[src/rtl/pc_sequencer_pkg.sv]
// Shared types and default parameters for the program-counter sequencer.
package pc_sequencer_pkg;

    localparam int D_DEF         = 12;
    localparam int OFFW_DEF      = 8;
    localparam int RAS_DEPTH_DEF = 4;

    typedef enum logic [2:0] {
        NONE = 3'd0,
        BRZ  = 3'd1,
        BRNZ = 3'd2,
        JREL = 3'd3,
        JMP  = 3'd4,
        CALL = 3'd5,
        RET  = 3'd6,
        HALT = 3'd7
    } br_op_t;

    typedef enum logic [1:0] {
        IDLE   = 2'd0,
        RUN    = 2'd1,
        HALTED = 2'd2
    } seq_state_t;

endpackage

[src/rtl/pc_sequencer_ras.sv]
// Return-address LIFO; push when full and pop when empty are silently dropped.
module ret_addr_stack #(
    parameter int W     = 12,
    parameter int DEPTH = 4
) (
    input  logic                     i_clk,
    input  logic                     i_reset,
    input  logic                     i_push,
    input  logic                     i_pop,
    input  logic [W-1:0]             i_data,
    output logic [W-1:0]             o_top,
    output logic [$clog2(DEPTH):0]   o_depth,
    output logic                     o_full,
    output logic                     o_empty
);
    localparam int AW = $clog2(DEPTH);

    logic [W-1:0]  r_mem [DEPTH];
    logic [AW:0]   r_depth;
    logic [AW-1:0] w_top_idx;

    assign w_top_idx = AW'(r_depth - 1'b1);
    assign o_top     = r_mem[w_top_idx];
    assign o_depth   = r_depth;
    assign o_full    = (r_depth == (AW+1)'(DEPTH));
    assign o_empty   = (r_depth == '0);

    always_ff @(posedge i_clk) begin
        if (i_reset) begin
            r_depth <= '0;
            for (int i = 0; i < DEPTH; i++) r_mem[i] <= '0;
        end else if (i_push && !o_full) begin
            r_mem[r_depth[AW-1:0]] <= i_data;
            r_depth                <= r_depth + 1'b1;
        end else if (i_pop && !o_empty) begin
            r_depth <= r_depth - 1'b1;
        end
    end

endmodule

[src/rtl/pc_sequencer.sv]
// Branch-op decoder and start/halt/stall sequencer driving the PC jump controls.
// Optional PC_SEQUENCER_PERF_EN adds saturating RUN-cycle and taken-jump counters.
module pc_sequencer
    import pc_sequencer_pkg::*;
#(
    parameter int D         = D_DEF,
    parameter int OFFW      = OFFW_DEF,
    parameter int RAS_DEPTH = RAS_DEPTH_DEF
) (
    input  logic                        i_clk,
    input  logic                        i_reset,
    input  logic                        i_start,
    input  logic                        i_stall,
    input  br_op_t                      i_br_op,
    input  logic                        i_zero_flag,
    input  logic [OFFW-1:0]             i_offset,
    input  logic [D-1:0]                i_abs_addr,
    input  logic [D-1:0]                i_prog_ctr,
    output logic                        o_reljump_en,
    output logic                        o_absjump_en,
    output logic [D-1:0]                o_target,
    output logic                        o_halted,
    output logic [$clog2(RAS_DEPTH):0]  o_ras_depth,
    output logic                        o_err_ovf,
    output logic                        o_err_unf
`ifdef PC_SEQUENCER_PERF_EN
    ,
    output logic [31:0]                 o_cyc_cnt,
    output logic [31:0]                 o_taken_cnt
`endif
);
    seq_state_t r_state, w_nstate;
    logic       r_halted, r_err_ovf, r_err_unf;

    logic         w_rel, w_abs, w_push, w_pop;
    logic         w_set_ovf, w_set_unf, w_set_halt, w_taken;
    logic [D-1:0] w_tgt, w_ofs_ext, w_ret_addr, w_top;
    logic         w_full, w_empty;

    assign w_ofs_ext  = D'($signed(i_offset));
    assign w_ret_addr = i_prog_ctr + D'(1);

    ret_addr_stack #(.W(D), .DEPTH(RAS_DEPTH)) u_ras (
        .i_clk   (i_clk),
        .i_reset (i_reset),
        .i_push  (w_push),
        .i_pop   (w_pop),
        .i_data  (w_ret_addr),
        .o_top   (w_top),
        .o_depth (o_ras_depth),
        .o_full  (w_full),
        .o_empty (w_empty)
    );

    always_comb begin
        w_rel      = 1'b0;
        w_abs      = 1'b0;
        w_tgt      = '0;
        w_push     = 1'b0;
        w_pop      = 1'b0;
        w_set_ovf  = 1'b0;
        w_set_unf  = 1'b0;
        w_set_halt = 1'b0;
        w_taken    = 1'b0;
        w_nstate   = r_state;
        case (r_state)
            IDLE: begin
                w_abs = 1'b1;
                w_tgt = i_prog_ctr;
                if (i_start) w_nstate = RUN;
            end
            RUN: begin
                if (i_stall) begin
                    w_abs = 1'b1;
                    w_tgt = i_prog_ctr;
                end else begin
                    case (i_br_op)
                        NONE: ;
                        BRZ: if (i_zero_flag) begin
                            w_rel = 1'b1;
                            w_tgt = w_ofs_ext;
                        end
                        BRNZ: if (!i_zero_flag) begin
                            w_rel = 1'b1;
                            w_tgt = w_ofs_ext;
                        end
                        JREL: begin
                            w_rel = 1'b1;
                            w_tgt = w_ofs_ext;
                        end
                        JMP: begin
                            w_abs = 1'b1;
                            w_tgt = i_abs_addr;
                        end
                        CALL: begin
                            // The jump is taken even when the return address cannot be saved.
                            w_abs     = 1'b1;
                            w_tgt     = i_abs_addr;
                            w_push    = !w_full;
                            w_set_ovf = w_full;
                        end
                        RET: begin
                            if (!w_empty) begin
                                w_abs = 1'b1;
                                w_tgt = w_top;
                                w_pop = 1'b1;
                            end else begin
                                w_set_unf = 1'b1;
                            end
                        end
                        HALT: begin
                            w_abs      = 1'b1;
                            w_tgt      = i_prog_ctr;
                            w_set_halt = 1'b1;
                            w_nstate   = HALTED;
                        end
                        default: ;
                    endcase
                    w_taken = (w_rel || w_abs) && (i_br_op != HALT);
                end
            end
            HALTED: begin
                w_abs = 1'b1;
                w_tgt = i_prog_ctr;
            end
            default: w_nstate = IDLE;
        endcase
    end

    assign o_reljump_en = w_rel;
    assign o_absjump_en = w_abs;
    assign o_target     = w_tgt;
    assign o_halted     = r_halted;
    assign o_err_ovf    = r_err_ovf;
    assign o_err_unf    = r_err_unf;

    always_ff @(posedge i_clk) begin
        if (i_reset) begin
            r_state   <= IDLE;
            r_halted  <= 1'b0;
            r_err_ovf <= 1'b0;
            r_err_unf <= 1'b0;
        end else begin
            r_state <= w_nstate;
            if (w_set_halt) r_halted  <= 1'b1;
            if (w_set_ovf)  r_err_ovf <= 1'b1;
            if (w_set_unf)  r_err_unf <= 1'b1;
        end
    end

`ifdef PC_SEQUENCER_PERF_EN
    logic [31:0] r_cyc_cnt, r_taken_cnt;

    always_ff @(posedge i_clk) begin
        if (i_reset) begin
            r_cyc_cnt   <= '0;
            r_taken_cnt <= '0;
        end else if (r_state == RUN) begin
            if (r_cyc_cnt != '1)             r_cyc_cnt   <= r_cyc_cnt + 32'd1;
            if (w_taken && r_taken_cnt != '1) r_taken_cnt <= r_taken_cnt + 32'd1;
        end
    end

    assign o_cyc_cnt   = r_cyc_cnt;
    assign o_taken_cnt = r_taken_cnt;
`else
    logic w_unused;
    assign w_unused = w_taken;
`endif

endmodule

[config.mk]
export PLATFORM = sky130hd
export DESIGN_NAME = pc_sequencer
export DESIGN_NICKNAME = d
export VERILOG_FILES = /design/src/rtl/pc_sequencer_pkg.sv /design/src/rtl/pc_sequencer_ras.sv /design/src/rtl/pc_sequencer.sv
export SDC_FILE = /design/constraint.sdc
export NUM_CORES = 1
export LEC_CHECK = 0
export CORE_UTILIZATION = 40
export CTS_CLUSTER_DIAMETER = 40
export DETAILED_ROUTE_END_ITERATION = 10
export GPL_TIMING_DRIVEN = 0
export SYNTH_ARGS = -nofsm -noshare
export SYNTH_HDL_FRONTEND = slang
export SYNTH_HIERARCHICAL = 1
export SYNTH_SLANG_ARGS = --single-unit
[constraint.sdc]
create_clock -name i_clk -period 3.5 [get_ports i_clk]
set_clock_uncertainty 0.15 [all_clocks]
set_input_delay 0.525 -clock i_clk [delete_from_list [all_inputs] [get_ports i_clk]]
set_output_delay 0.525 -clock i_clk [all_outputs]
set_load 0.02 [all_outputs]
**Word-level counts from Yosys, hierarchy flattened**

Memories as Yosys holds them, arrays and structs flattened.
Index checks and enable logic that the tools add are counted.

- Bitwise gates (word level): 1
- Add/sub/neg operators: 3
- Mux-type cells: 45
- Reductions and logical operators: 12
- Equality and inequality tests: 13

Operators by type and width:

| operator | number |
|---|---|
| $pmux W12 S6 | 1 |
| $mux W12 | 5 |
| $mux W1 | 28 |
| $pmux W12 S2 | 1 |
| $eq A3 B3 Y1 const B | 5 |
| $add A12 B1 Y12 const B | 1 |
| $reduce_or A12 Y1 | 1 |
| $mux W2 | 4 |
| $eq A3 B2 Y1 const B | 2 |
| $mux W3 | 2 |
| $pmux W2 S3 | 1 |
| $ne A2 B2 Y1 const B | 2 |
| $pmux W1 S2 | 2 |
| $reduce_and A4 Y1 | 1 |
| $reduce_or A2 Y1 | 2 |
| $add A3 B1 Y3 const B | 1 |
| $eq A3 B1 Y1 const B | 1 |
| $logic_not A3 Y1 | 1 |
| $pmux W1 S3 | 1 |
| $reduce_or A3 Y1 | 1 |
| $sub A3 B1 Y3 const B | 1 |
| $eq A2 B1 Y1 const B | 1 |
| $eq A2 B2 Y1 const B | 1 |
| $logic_and A1 B1 Y1 | 2 |
| 5 further kinds | 6 |

- Output and inout bits: 20
- RAM bits: 48
- Memories: 1
- Logic and storage cells: 80
- Input bits: 40
- Bits in registers: 8

Memory list:

| name | words | width | rd ports | clocked after Yosys merged registers in | wr ports | line | RTL |
|---|---|---|---|---|---|---|---|
| u_ras.r_mem | 4 | 12 | 1 | 0 | 4 | pc_sequencer_ras.sv:18 | `logic [W-1:0] r_mem [DEPTH];` |

**Logic depth before layout (Yosys ltp)**

- Depth after elaboration: 11
- Gate-level depth with buffers: 10
- Depth with buffers taken out: 8

**Cells and area by module**

The synthesis kept the hierarchy.

Modules (own cells, without submodules):

| module | sequential area each (um2) | cells each | area each (um2) | instances |
|---|---|---|---|---|
| ret_addr_stack | 1501.4 | 159 | 2443.6 | 1 |
| pc_sequencer | 100.1 | 137 | 985.9 | 1 |

**Worst setup path after synthesis**

Ideal clock, no wire load.

- Path type: register -> output
- Start point: reg u_ras.r_depth[0], in the netlist u_ras/o_depth[0]
- End point: out o_target[2]
- Required time: 2825 ps
- Buffers on the path: 2
- Cell stages (with the launch flop): 9
- Slack: 505 ps
- Arrival time: 2320 ps
- Cell sequence: dfxtp_1 buf_4 inv_2 ha_1 buf_2 mux4_2 a221o_1 a221oi_2 o22ai_1

- Cells in the longest elaborated chain, start to end: 6
- Elaborated cells on any way between the ends: 7
- Classes of those cells: 1 x add/sub; 4 x mux; 1 x reduce/logical; 1 x memory

Ends and longest elaborated chain:

| what | line | RTL |
|---|---|---|
| from (decl) | pc_sequencer_ras.sv:19 | `logic [AW:0] r_depth;` |
| from (signal assigned) | pc_sequencer_ras.sv:34 | `r_depth <= r_depth + 1'b1;` |
| from (signal assigned) | pc_sequencer_ras.sv:36 | `r_depth <= r_depth - 1'b1;` |
| $sub A3 B1 Y3 | -- |  |
| $mem_v2 Z4 W12 | -- |  |
| via w_top[2] | pc_sequencer.sv:37 | `logic [D-1:0] w_tgt, w_ofs_ext, w_ret_addr, w_top;` |
| $mux W12 | pc_sequencer.sv:103 | `if (!w_empty) begin` |
| $pmux W12 S6 | pc_sequencer.sv:77 | `case (i_br_op)` |
| $mux W12 | pc_sequencer.sv:73 | `if (i_stall) begin` |
| $pmux W12 S2 | pc_sequencer.sv:66 | `case (r_state)` |
| to (decl) | pc_sequencer.sv:21 | `output logic [D-1:0] o_target,` |

The timed path passes the listed nets, and every way through them passes these cells.

**Final worst setup path**

- Start point: reg u_ras.r_depth[1], in the netlist u_ras/o_depth[1]
- End point: out o_target[8]

Same word-level chain as after synthesis.

==> results by group <==
Setup path
  – CP startpoint kind: register
  – CP arrival: 2.72 ns
  – Setup crit end kind: output port
  – CP Data Required Time: 2.82 ns
  – Critical path cell sequence: buf_6 > clkinvlp_4 > ha_4 > buf_6 > mux4_2 > a31oi_1 > nor2_1 > o32a_1 > dlygate4sd2_1
  – CP Max Fanout: 10
  – Worst path max stage delay: 0.38 ns
  – Max stage delay cell, worst path: dfxtp_1
  – WS Path Type: register to output port
  – Crit path top cell by count: buf_6

Logic synthesis
  – Simple-Gate Fraction of Synth Area: 22.5%
  – EDFF count, synth: 48
  – Post-synth top flop: edfxtp_1
  – Post-Syn Instances: 296
  – Mean Syn Cell Area: 11.6 sq um
  – Warnings from Yosys: 6
  – #FFs+latches synth: 56
  – Area of the mapped netlist: 3430 sq um
  – Mux share of post-synthesis cell area: 8.54%
  – XOR/XNOR share of the synthesized area: 2.55%
  – Register area share after synthesis: 46.7%
  – Syn_nets: 340
  – Combinational family with the most area after synthesis: simple AND/OR/NAND/NOR gates
  – Compound-cell area share of the yosys netlist: 13.4%
  – FFs w/ async S/R, synth: 0%
  – Synthesized-area fraction occupied by adder cells: 1.46%
  – Count of distinct cell types in the synthesized netlist: 55

Routing
  – Final ANT Viol Nets: 0
  – Via count: 2577
  – DRC viols: 0
  – DR iter-0 viols: 124
  – Routed WL per cell: 18.2 microns
  – Total iterations of the first detailed-routing run: 4
  – Routed WL: 8610 microns
  – Vias per cell: 5.45

Clock network
  – TritonCTS Buffers: 5
  – H-tree depth: 2
  – Worst-path clk slew: 0.10 ns
  – CTS Sinks: 56
  – CTS tree: yes
  – Skew-Pair Late Insertion Delay: 0.31 ns
  – Clock Tree Root: clkbuf_8
  – Clk buf depth: 2
  – Hold-fix buffers at CTS: 0

Timing
  – Final setup TNS: 0 ns
  – Tightest Pin Transition: 0.587 ns
  – Endpoints failing hold: 0
  – Final period utilization: 96.9%
  – Setup violators final: 0
  – Relative slew margins: 60.7%
  – RSZ-0062 raised after global routing: no
  – Fmax: 295 MHz
  – Final min period: 3.39 ns
  – Pins over their slew limit: 0
  – Setup WS post-layout: 0.110 ns

Floorplan
  – Die Y: 94.6 microns
  – Die area: 8950 sq um
  – Row Count: 33
  – Die width: 94.6 microns
  – IO Pins: 60
  – Initial Util: 41.5%
  – Core area: 8260 sq um

Global routing
  – Initial antenna violation count: 0
  – Global Route Usage Sum: 20.2%
  – Vias in the first global route: 2519
  – First-pass GRT wire length: 13300 microns
  – Pin count of the biggest net entering global routing: 20
  – Remaining global-route overflow: 0

Power and ir drop
  – Sequential power share: 55.9%
  – Cell Int Power: 992 uW
  – Peak supply drop: 175 uV
  – Clk pwr share: 27.7%
  – Total power draw: 1.34 mW
  – Sw Pwr: 347 uW
  – Cell Pwr Density: 311 nW/um^2
  – Switch share: 25.9%
  – Logic pwr share: 16.4%
  – Leakage: 1.62 nW

Place
  – Dpl hpwl: 6300 microns
  – Placed instance area: 4140 sq um
  – Number of buffers added on ports: 58
  – Pre-CTS WS: -0.156 ns
  – GPL Wtd Cong: 0.833

Cells and area
  – Fin util: 52.1%
  – Share of layout cells above drive strength 1: 18.8%
  – Synth-to-layout area growth: 25.4%
  – Post-route cell area: 4300 sq um
  – Nets@finish: 411
  – Ant diodes: 0

Job
  – Max-Cap Viols: 0

Status
  – Run status: completed

Worst hold path
  – HP Class: register to register
-- repair_timing --
| action | in CTS | in global routing |
|---|---|---|
| gates resized for setup | 18 | 11 |
| buffers inserted | 1 | 5 |
| setup endpoints to repair | 12 | 8 |
-- per-layer routing --
| layer | global-route usage [%] | share of wire [%] |
|---|---|---|
| met1 | 27.5 | 45 |
| met2 | 34.4 | 47 |
| met3 | 3.14 | 7.0 |
| met4 | 3.41 | 0.35 |
| met5 | 0 | 0 |
-- placed cells by master (no fill, tap or decap), types with 3 or more instances in the layout --
| cell type | count |
|---|---|
| ha_1 | 3 |
| a32o_1 | 3 |
| nand3_1 | 9 |
| nand2_1 | 15 |
| edfxtp_1 | 48 |
| xnor2_1 | 7 |
| a221oi_1 | 3 |
| nor2_1 | 21 |
| o32a_1 | 3 |
| nor2b_1 | 7 |
| clkbuf_2 | 5 |
| xor2_1 | 3 |
| o22ai_1 | 4 |
| o21ai_0 | 3 |
| a22oi_1 | 3 |
| mux4_2 | 12 |
| dfxtp_1 | 8 |
| a221o_1 | 4 |
| and3_1 | 3 |
| dlygate4sd2_1 | 6 |
| clkdlybuf4s50_1 | 46 |
| nor4_4 | 3 |
| inv_1 | 8 |
| and2_1 | 51 |
| buf_6 | 7 |
| buf_2 | 3 |
| clkbuf_8 | 5 |
| buf_4 | 10 |
| a21o_1 | 7 |
| a221oi_2 | 4 |
| a21oi_1 | 8 |
| clkbuf_1 | 3 |
-- worst max-delay path: cells and delay by family, from the launching register on --
kind                       cells  cell delay, ns
AOI/OAI and AO/OA              2            0.52
adders and majority gates      1            0.32
DFF                            1            0.38
buffers and inverters          4            0.76
and+or+nand+nor                1            0.07
muxes                          1            0.35
-- power by group through the flow --
stage / clock (mW) / combinational (mW) / sequential (mW)
after global placement: 0 / 0.229 / 0.763
final: 0.371 / 0.220 / 0.748
after CTS: 0.388 / 0.222 / 0.749
after floorplan: 0 / 0.115 / 0.762
after detailed placement: 0 / 0.229 / 0.764
after global routing: 0.406 / 0.237 / 0.751
-- cells by family after synthesis --
group | Yosys count
AO/OA/AOI/OAI | 56
XOR/XNOR | 10
adder cells (fa/ha/maj) | 4
buffers and inverters | 28
flip-flops | 56
multiplexers | 14
AND/OR/NAND/NOR | 128
-- synth_stat cells (4+ instances only) --
cell,count,area share [%]
a21o_1,7,1.5
a21oi_1,8,1.2
a221o_1,4,1.2
a221oi_2,4,1.8
and2_1,51,9.3
buf_2,4,0.58
buf_4,6,1.3
buf_6,4,1.3
dfxtp_1,8,4.7
edfxtp_1,48,42
ha_1,4,1.5
inv_1,9,0.98
mux4_2,12,7.9
nand2_1,15,1.6
nand3_1,9,1.3
nor2_1,21,2.3
nor2b_1,8,1.5
o22ai_1,4,0.73
xnor2_1,7,1.8
-- through the flow --
stage,hold WS (ns),cells
after CTS,0.340,468
after floorplan,0.398,296
final,0.331,473
after global placement,0.301,459
after detailed placement,0.313,459
after global routing,0.391,473
-- final timing paths --
check	start	to	slack, ns	cells after the start
worst max-delay path	u_ras/o_depth[1]	o_target[8]	0.11	9
worst min-delay path	o_halted	o_halted	0.33	2
worst max register to register	u_ras/o_depth[1]	u_ras/r_mem[0][9]	0.48	9
worst min register to register	o_halted	o_halted	0.33	2
-- registers in the layout, summed over array words and instances, names as in the netlist --
name / cells
u_ras/r_mem: 48
o_halted: 1
r_state: 2
o_err_unf: 1
u_ras/o_depth: 3
o_err_ovf: 1
-- cell type report --
type                       count  area [sq um]
fill                         793          3960
multi-input combinational    212          1690
clock inverter                 3          27.5
sequential                    56          1600
tap                          105           131
buffer                        18           140
inverter                      10          41.3
timing repair buffer          64           603
clock buffer                   5          68.8
No activity file was read; power rests on OpenSTA's default activity.
